`config.mk`:
```
export PLATFORM = sky130hd
export DESIGN_NAME = bf_inv_stage
export DESIGN_NICKNAME = d
export VERILOG_FILES = /design/src/rtl/bf_inv_stage_pkg.sv /design/src/rtl/bf_inv_stage_cplx_mul_conj.sv /design/src/rtl/bf_inv_stage.sv
export SDC_FILE = /design/constraint.sdc
export NUM_CORES = 2
export LEC_CHECK = 0
export BUFFER_PORTS_ARGS = -buffer_cell sky130_fd_sc_hd__clkbuf_2
export CORE_MARGIN = 4
export CORE_UTILIZATION = 30
export DETAILED_ROUTE_END_ITERATION = 6
export PLACE_DENSITY = 0.45
export SETUP_SLACK_MARGIN = 0.1
export SYNTH_ARGS = -nofsm -noshare
export SYNTH_HDL_FRONTEND = slang
export SYNTH_HIERARCHICAL = 1
export SYNTH_SLANG_ARGS = --single-unit
```
`constraint.sdc`:
```
create_clock -name clk -period 9.65 [get_ports clk]
set_input_delay 0.965 -clock clk [delete_from_list [all_inputs] [get_ports clk]]
set_output_delay 0.965 -clock clk [all_outputs]
set_load 0.01 [all_outputs]
```
`src/rtl/bf_inv_stage_pkg.sv`:
```
// Shared FFT constants and helpers for the inverse butterfly stage.
// Component packing: real part in the upper half of a word, imaginary part in the lower half.
package bf_inv_stage_pkg;

    localparam int DEF_DATA_WIDTH = 16;
    localparam int DEF_TW_WIDTH   = 16;

    // Packed complex word width for a given component width.
    function automatic int cplx_width(input int comp_width);
        return 2 * comp_width;
    endfunction

    // Full product width of a (w+1)-bit difference times a twiddle, plus one bit for the sum.
    function automatic int prod_width(input int data_width, input int tw_width);
        return data_width + tw_width + 2;
    endfunction

endpackage

```
`src/rtl/bf_inv_stage_cplx_mul_conj.sv`:
```
// Registered complex multiply by the conjugate of b: p = a * conj(b), full precision.
module cplx_mul_conj #(
    parameter int AW = 17,
    parameter int BW = 16,
    parameter int PW = AW + BW + 1
) (
    input  logic                 clk,
    input  logic                 rst_n,
    input  logic                 en_i,
    input  logic signed [AW-1:0] ar_i,
    input  logic signed [AW-1:0] ai_i,
    input  logic signed [BW-1:0] br_i,
    input  logic signed [BW-1:0] bi_i,
    output logic signed [PW-1:0] pr_o,
    output logic signed [PW-1:0] pi_o
);

    logic signed [PW-1:0] rr, ii, ir, ri;
    logic signed [PW-1:0] pr_d, pi_d, pr_q, pi_q;

    // Operands are sign-extended to PW first; every partial product fits, so truncation is exact.
    always_comb begin
        rr   = PW'(ar_i) * PW'(br_i);
        ii   = PW'(ai_i) * PW'(bi_i);
        ir   = PW'(ai_i) * PW'(br_i);
        ri   = PW'(ar_i) * PW'(bi_i);
        pr_d = rr + ii;
        pi_d = ir - ri;
    end

    always_ff @(posedge clk or negedge rst_n) begin
        if (!rst_n) begin
            pr_q <= '0;
            pi_q <= '0;
        end else if (en_i) begin
            pr_q <= pr_d;
            pi_q <= pi_d;
        end
    end

    assign pr_o = pr_q;
    assign pi_o = pi_q;

endmodule

```
`src/rtl/bf_inv_stage.sv`:
```
// Inverse radix-2 butterfly: ya = (xa+xb)/2, yb = ((xa-xb)/2)*conj(W).
// Three-stage pipeline that advances as a whole whenever the output is not stalled.
module bf_inv_stage
    import bf_inv_stage_pkg::*;
#(
    parameter int DATA_WIDTH = DEF_DATA_WIDTH,
    parameter int TW_WIDTH   = DEF_TW_WIDTH
) (
    input  logic                            clk,
    input  logic                            rst_n,
    input  logic                            in_valid,
    output logic                            in_ready,
    input  logic [cplx_width(DATA_WIDTH)-1:0] in_xa,
    input  logic [cplx_width(DATA_WIDTH)-1:0] in_xb,
    input  logic [cplx_width(TW_WIDTH)-1:0]   in_w,
    input  logic                            in_last,
    output logic                            out_valid,
    input  logic                            out_ready,
    output logic [cplx_width(DATA_WIDTH)-1:0] out_ya,
    output logic [cplx_width(DATA_WIDTH)-1:0] out_yb,
    output logic                            out_last,
    output logic                            ovf_sticky,
    input  logic                            ovf_clr
);

    localparam int DW = DATA_WIDTH;
    localparam int TW = TW_WIDTH;
    localparam int PW = prod_width(DW, TW);
    localparam logic signed [PW-1:0] RND  = {{(PW-TW){1'b0}}, 1'b1, {(TW-1){1'b0}}};
    localparam logic signed [PW-1:0] YMAX = {{(PW-DW+1){1'b0}}, {(DW-1){1'b1}}};
    localparam logic signed [PW-1:0] YMIN = {{(PW-DW+1){1'b1}}, {(DW-1){1'b0}}};
    localparam logic signed [DW:0]   ONE  = {{DW{1'b0}}, 1'b1};

    logic advance;
    assign advance  = !(out_valid && !out_ready);
    assign in_ready = advance;

    logic signed [DW-1:0] xar, xai, xbr, xbi;
    logic signed [TW-1:0] wr_d, wi_d;
    logic signed [DW:0]   sr_d, si_d, dr_d, di_d;

    assign xar  = $signed(in_xa[2*DW-1:DW]);
    assign xai  = $signed(in_xa[DW-1:0]);
    assign xbr  = $signed(in_xb[2*DW-1:DW]);
    assign xbi  = $signed(in_xb[DW-1:0]);
    assign wr_d = $signed(in_w[2*TW-1:TW]);
    assign wi_d = $signed(in_w[TW-1:0]);
    assign sr_d = (DW+1)'(xar) + (DW+1)'(xbr);
    assign si_d = (DW+1)'(xai) + (DW+1)'(xbi);
    assign dr_d = (DW+1)'(xar) - (DW+1)'(xbr);
    assign di_d = (DW+1)'(xai) - (DW+1)'(xbi);

    logic                 v1_q, last1_q;
    logic signed [DW:0]   sr1_q, si1_q, dr1_q, di1_q;
    logic signed [TW-1:0] wr1_q, wi1_q;

    always_ff @(posedge clk or negedge rst_n) begin
        if (!rst_n) begin
            v1_q    <= 1'b0;
            last1_q <= 1'b0;
            sr1_q   <= '0;
            si1_q   <= '0;
            dr1_q   <= '0;
            di1_q   <= '0;
            wr1_q   <= '0;
            wi1_q   <= '0;
        end else if (advance) begin
            v1_q    <= in_valid;
            last1_q <= in_last;
            sr1_q   <= sr_d;
            si1_q   <= si_d;
            dr1_q   <= dr_d;
            di1_q   <= di_d;
            wr1_q   <= wr_d;
            wi1_q   <= wi_d;
        end
    end

    logic signed [PW-1:0] pr2, pi2;

    cplx_mul_conj #(
        .AW(DW + 1),
        .BW(TW),
        .PW(PW)
    ) u_mul (
        .clk  (clk),
        .rst_n(rst_n),
        .en_i (advance),
        .ar_i (dr1_q),
        .ai_i (di1_q),
        .br_i (wr1_q),
        .bi_i (wi1_q),
        .pr_o (pr2),
        .pi_o (pi2)
    );

    logic               v2_q, last2_q;
    logic signed [DW:0] sr2_q, si2_q;

    always_ff @(posedge clk or negedge rst_n) begin
        if (!rst_n) begin
            v2_q    <= 1'b0;
            last2_q <= 1'b0;
            sr2_q   <= '0;
            si2_q   <= '0;
        end else if (advance) begin
            v2_q    <= v1_q;
            last2_q <= last1_q;
            sr2_q   <= sr1_q;
            si2_q   <= si1_q;
        end
    end

    logic signed [PW-1:0] qr, qi;
    logic signed [DW:0]   sar, sai;
    logic [DW-1:0]        ybr_d, ybi_d;
    logic                 satr, sati;

    assign qr  = (pr2 + RND) >>> TW;
    assign qi  = (pi2 + RND) >>> TW;
    // s+1 cannot wrap at DW+1 bits, so dropping the LSB is the rounded halving.
    assign sar = sr2_q + ONE;
    assign sai = si2_q + ONE;

    always_comb begin
        satr  = 1'b0;
        sati  = 1'b0;
        ybr_d = qr[DW-1:0];
        ybi_d = qi[DW-1:0];
        if (qr > YMAX) begin
            satr  = 1'b1;
            ybr_d = YMAX[DW-1:0];
        end else if (qr < YMIN) begin
            satr  = 1'b1;
            ybr_d = YMIN[DW-1:0];
        end
        if (qi > YMAX) begin
            sati  = 1'b1;
            ybi_d = YMAX[DW-1:0];
        end else if (qi < YMIN) begin
            sati  = 1'b1;
            ybi_d = YMIN[DW-1:0];
        end
    end

    logic                         out_valid_q, out_last_q, ovf_q;
    logic [cplx_width(DW)-1:0]    ya_q, yb_q;

    always_ff @(posedge clk or negedge rst_n) begin
        if (!rst_n) begin
            out_valid_q <= 1'b0;
            out_last_q  <= 1'b0;
            ya_q        <= '0;
            yb_q        <= '0;
        end else if (advance) begin
            out_valid_q <= v2_q;
            out_last_q  <= last2_q;
            ya_q        <= {sar[DW:1], sai[DW:1]};
            yb_q        <= {ybr_d, ybi_d};
        end
    end

    // A saturation entering the output register wins over a simultaneous clear.
    always_ff @(posedge clk or negedge rst_n) begin
        if (!rst_n) begin
            ovf_q <= 1'b0;
        end else if (advance && v2_q && (satr || sati)) begin
            ovf_q <= 1'b1;
        end else if (ovf_clr) begin
            ovf_q <= 1'b0;
        end
    end

    assign out_valid  = out_valid_q;
    assign out_last   = out_last_q;
    assign out_ya     = ya_q;
    assign out_yb     = yb_q;
    assign ovf_sticky = ovf_q;

endmodule

```
* Word level (Yosys, flattened, before mapping)
Cells that the tools add are included.
** Storage, ports and cells
- Bits in registers :: 273
- Input port bits :: 102
- Output and inout bits :: 68
- Word-level logic and storage cells :: 54
** Cells by class
- Add/sub/neg operators :: 10
- Multiply operators :: 4
- $lt $le $gt $ge :: 4
- Muxes and demuxes :: 10
- Reduce and logical (&&, ||, !) cells :: 7
** Operators by type and width (count)
- multiplier 17 x 16 -> 33 bit :: 4
- adder 34 x 17 -> 34 bit, second input constant :: 2
- two-way mux 16 bit :: 4
- > comparator 18 x 16 -> 1 bit, second input constant :: 2
- less-than comparator 18 x 16 -> 1 bit, second input constant :: 2
- adder 16 x 16 -> 17 bit :: 2
- adder 17 x 2 -> 17 bit, second input constant :: 2
- adder 34 bit :: 1
- subtractor 16 x 16 -> 17 bit :: 2
- subtractor 34 bit :: 1
- two-way mux 1 bit :: 6
- logical AND 1 bit :: 3
- zero test 1 bit :: 2
- nonzero test 2 bit :: 1
- logical OR 1 bit :: 1

* Depth between registers and ports, before layout
- Word-level depth :: 7
- Gate-level depth with buffers :: 27
- Depth with buffers taken out :: 26

* Modules after synthesis
The synthesis kept the hierarchy.
** By module, submodules not included
- cplx_mul_conj :: times used 1, cells an instance 4730, area each 44976.9 um^2, sequential area each 1701.6 um^2
- bf_inv_stage :: times used 1, cells an instance 1349, area each 11745.0 um^2, sequential area each 5079.9 um^2

* Worst setup path before layout
OpenSTA, ideal clock, no wires.
- Path kind :: register to register
- Start point :: register dr1_q[16]
- End point :: register u_mul.pi_q[23], in the netlist u_mul/pi_o[23]
- Setup time :: 125 ps
- Arrival :: 7127 ps
- Data required time :: 9525 ps
- Path slack :: 2398 ps
- Stages on the path, launching flop included :: 25
- Path buffers :: 1
- Clock period less this slack :: 7252 ps
- Path through :: dfrtp_1 > clkbuf_1 > nand2_1 > inv_1 > fa_1 > inv_1 > fa_1 > inv_1 > fa_1 > inv_1 > fa_1 > fa_1 > fa_1 > fa_1 > inv_1 > fa_1 > inv_1 > ha_1 > a21o_1 > a21o_1 > or3b_2 > o22ai_1 > o21ai_0 > xor2_1 > mux2_2
** Between the ends
- Longest elaborated chain between the ends :: 2
** RTL lines
- start: declaration :: line bf_inv_stage.sv:54 : logic signed [DW:0] sr1_q, si1_q, dr1_q, di1_q;
- start signal: assignment :: line bf_inv_stage.sv:72 : dr1_q <= dr_d;
- multiplier 17 x 16 -> 33 bit :: line bf_inv_stage_cplx_mul_conj.sv:26 : ri = PW'(ar_i) * PW'(bi_i);
- subtractor 34 bit :: line bf_inv_stage_cplx_mul_conj.sv:28 : pi_d = ir - ri;
- end signal: assignment :: line bf_inv_stage_cplx_mul_conj.sv:37 : pi_q <= pi_d;
- end: declaration :: line bf_inv_stage_cplx_mul_conj.sv:19 : logic signed [PW-1:0] pr_d, pi_d, pr_q, pi_q;
Every way passes these cells.
A chain may end at the register's enable or synchronous reset.

* Worst setup path after layout
- Start point :: register wr1_q[8]
- End point :: register u_mul.pr_q[30], in the netlist u_mul/pr_o[30]
** Between the ends
- Longest elaborated chain between the ends :: 2
** RTL lines
- start: declaration :: line bf_inv_stage.sv:55 : logic signed [TW-1:0] wr1_q, wi1_q;
- start signal: assignment :: line bf_inv_stage.sv:74 : wr1_q <= wr_d;
- multiplier 17 x 16 -> 33 bit :: line bf_inv_stage_cplx_mul_conj.sv:23 : rr = PW'(ar_i) * PW'(br_i);
- adder 34 bit :: line bf_inv_stage_cplx_mul_conj.sv:27 : pr_d = rr + ii;
- end signal: assignment :: line bf_inv_stage_cplx_mul_conj.sv:36 : pr_q <= pr_d;
- end: declaration :: line bf_inv_stage_cplx_mul_conj.sv:19
Every way passes these cells.

==> flow_summary_export.csv <==
group,metric,value,unit
sta,rsz0062_at_grt,"no",
clock_tree,post_cts_resized,0,
setup_path,critPathSlowestCell,"dfrtp_1",
grt,grt_use_total,17.92,%
sta,fin_hold_ws,0.3729,ns
setup_path,critPathTopFamily,"adder cells",
clock_tree,holdBufCountCts,0,
status,outcome,"completed",
sta,slew-limit-headroom,20.54,%
grt,use_met3,2.868,%
clock_tree,path_clk_slew,0.06,ns
clock_tree,cts_tree,"yes",
synthesis,synthCells,5965,
setup_path,arrival,9.06,ns
setup_path,crit_fanout,18,
drt,via_per_inst,4.545,
drt,drcViolationCount,0,
sta,slew_viol_final,0,
cells_and_area,fin_area,60230,um^2
clock_tree,cts_setup_buffers,0,
clock_tree,cts_buffers,37,
setup_path,crit_buf_inv,6,
sta,setup_viol,0,
placed_design,dpl_cell_area,58990,um^2
setup_path,r2r_slack,1.15,ns
placed_design,io_buffers,169,
drt,wl_per_cell,19.50,um
cells_and_area,final_cell_mix,"1385 x inv_1, 1237 x fa_1, 860 x nand2_1",
grt,grt-busiest-layer,"met2",
cells_and_area,fin_nets,7717,
floorplanning,die_area,191300,um^2
setup_path,cp.required,10.21,ns
floorplanning,die_h,437.4,um
min_path,min-delay-path-class,"in2async",
sta,max_freq,0.1176,GHz
setup_path,slowest_delay,0.95,ns
synthesis,synth_fp_nets,7688,
clock_tree,clk_latency,0.67,ns
grt,met2_usage,29.78,%
placed_design,gpl.final_weighted_congestion,0.8523,
drt,wl,165.5,mm
grt,grt_antenna_before_repair,5,
sta,finalHoldViolations,0,
cells_and_area,drive_gt1_share,6.730,%
placed_design,hpwl,133.4,mm
synthesis,syn_area_per_cell,9.271,um^2
floorplanning,fp.dieW,437.4,um
grt,met1_usage,24.14,%
setup_path,crit_chain,"buf_4 > and2_1 > fa_1 > fa_1 > inv_1 > fa_1 > inv_1 > fa_1 > fa_1 > fa_1 > fa_1 > inv_1 > fa_1 > inv_1 > ha_1 > a21oi_1 > o21ai_1 > o41ai_1 > inv_1 > a31oi_2 > a311oi_1 > o31a_1 > o31ai_1",
grt,grt_max_degree,84,
setup_path,critPathKind,"reg2reg",
sta,min_period_over_period,88.09,%
cells_and_area,final_util,32.86,%
sta,setup_tns,0,ns
clock_tree,cts_sinks,241,
floorplanning,ios,170,
setup_path,start_kind,"flip-flop",
synthesis,synth.cell_area,55300,um^2
floorplanning,start_util,30.18,%
run,cap_viol_max_count,0,
sta,fin_worst_skew,0.08517,ns
synthesis,synth_warnings,6,
clock_tree,clk_path_buf_depth,3,
cells_and_area,syn2layout_area_growth,8.909,%
grt,grt_pass1_wl,262.2,mm
setup_path,end_kind,"flip-flop",
grt,grt_pass1_vias,43150,
clock_tree,h-tree-depth,2,
grt,overflow,0,
setup_path,cpMostUsedCell,"fa_1",
clock_tree,ctsRootBufferMaster,"clkbuf_16",
floorplanning,core,183300,um^2
cells_and_area,final_common_cell,"inv_1",
drt,first_pass_iters,5,
drt,drtIter0Drc,1995,
sta,tightest_slew,1.192,ns
floorplanning,num_rows,157,
sta,fin_crit,8.501,ns
drt,antenna_left,0,
drt,num_vias,38580,
## state kept, by name, summed over array words and instances (netlist names)
signal	cells
di1_q	16
dr1_q	16
last1_q	1
last2_q	1
out_last	1
out_valid	1
out_ya	32
out_yb	32
ovf_sticky	1
si1_q	17
si2_q	17
sr1_q	17
sr2_q	17
u_mul/pi_o	19
u_mul/pr_o	19
v1_q	1
v2_q	1
wi1_q	16
wr1_q	16
## stage by stage
stage          setup WS [ns]  instances
4_1_cts                1.224       8482
5_1_grt               0.8530       8483
2_1_floorplan          2.398       5965
3_3_place_gp           1.285       8419
3_5_place_dp           1.160       8419
6_report               1.149       8488
## layer usage
| metal | routed length [um] | part of all wire (%) |
|---|---|---|
| met1 | 73600 | 44 |
| met2 | 78790 | 48 |
| met3 | 7924 | 4.8 |
| met4 | 5139 | 3.1 |
| met5 | 24 | 0.015 |
## area by class of cell
type	count	area, um^2
diodes	6	15.01
clock buffers	46	1010
clock inverters	17	219.0
fillers	19170	123000
inverters	1387	5214
multi-input cells	4046	42940
flip-flops and latches	241	6040
well taps	2464	3083
repair buffers	281	1709
## final timing paths
path / from / to / cells past startpoint
max: wr1_q[8] / u_mul/pr_o[30] / 23
min: rst_n / out_ya[29] / 1
max reg2reg: wr1_q[8] / u_mul/pr_o[30] / 23
min reg2reg: si1_q[9] / si2_q[9] / 2
max in group asynchronous: rst_n / u_mul/pr_o[24] / 3
min in group clk: si1_q[9] / si2_q[9] / 2
Power is left out: the tool's default activity adds up to more than one toggle a clock period on the data nets, which glitch-free logic cannot reach.
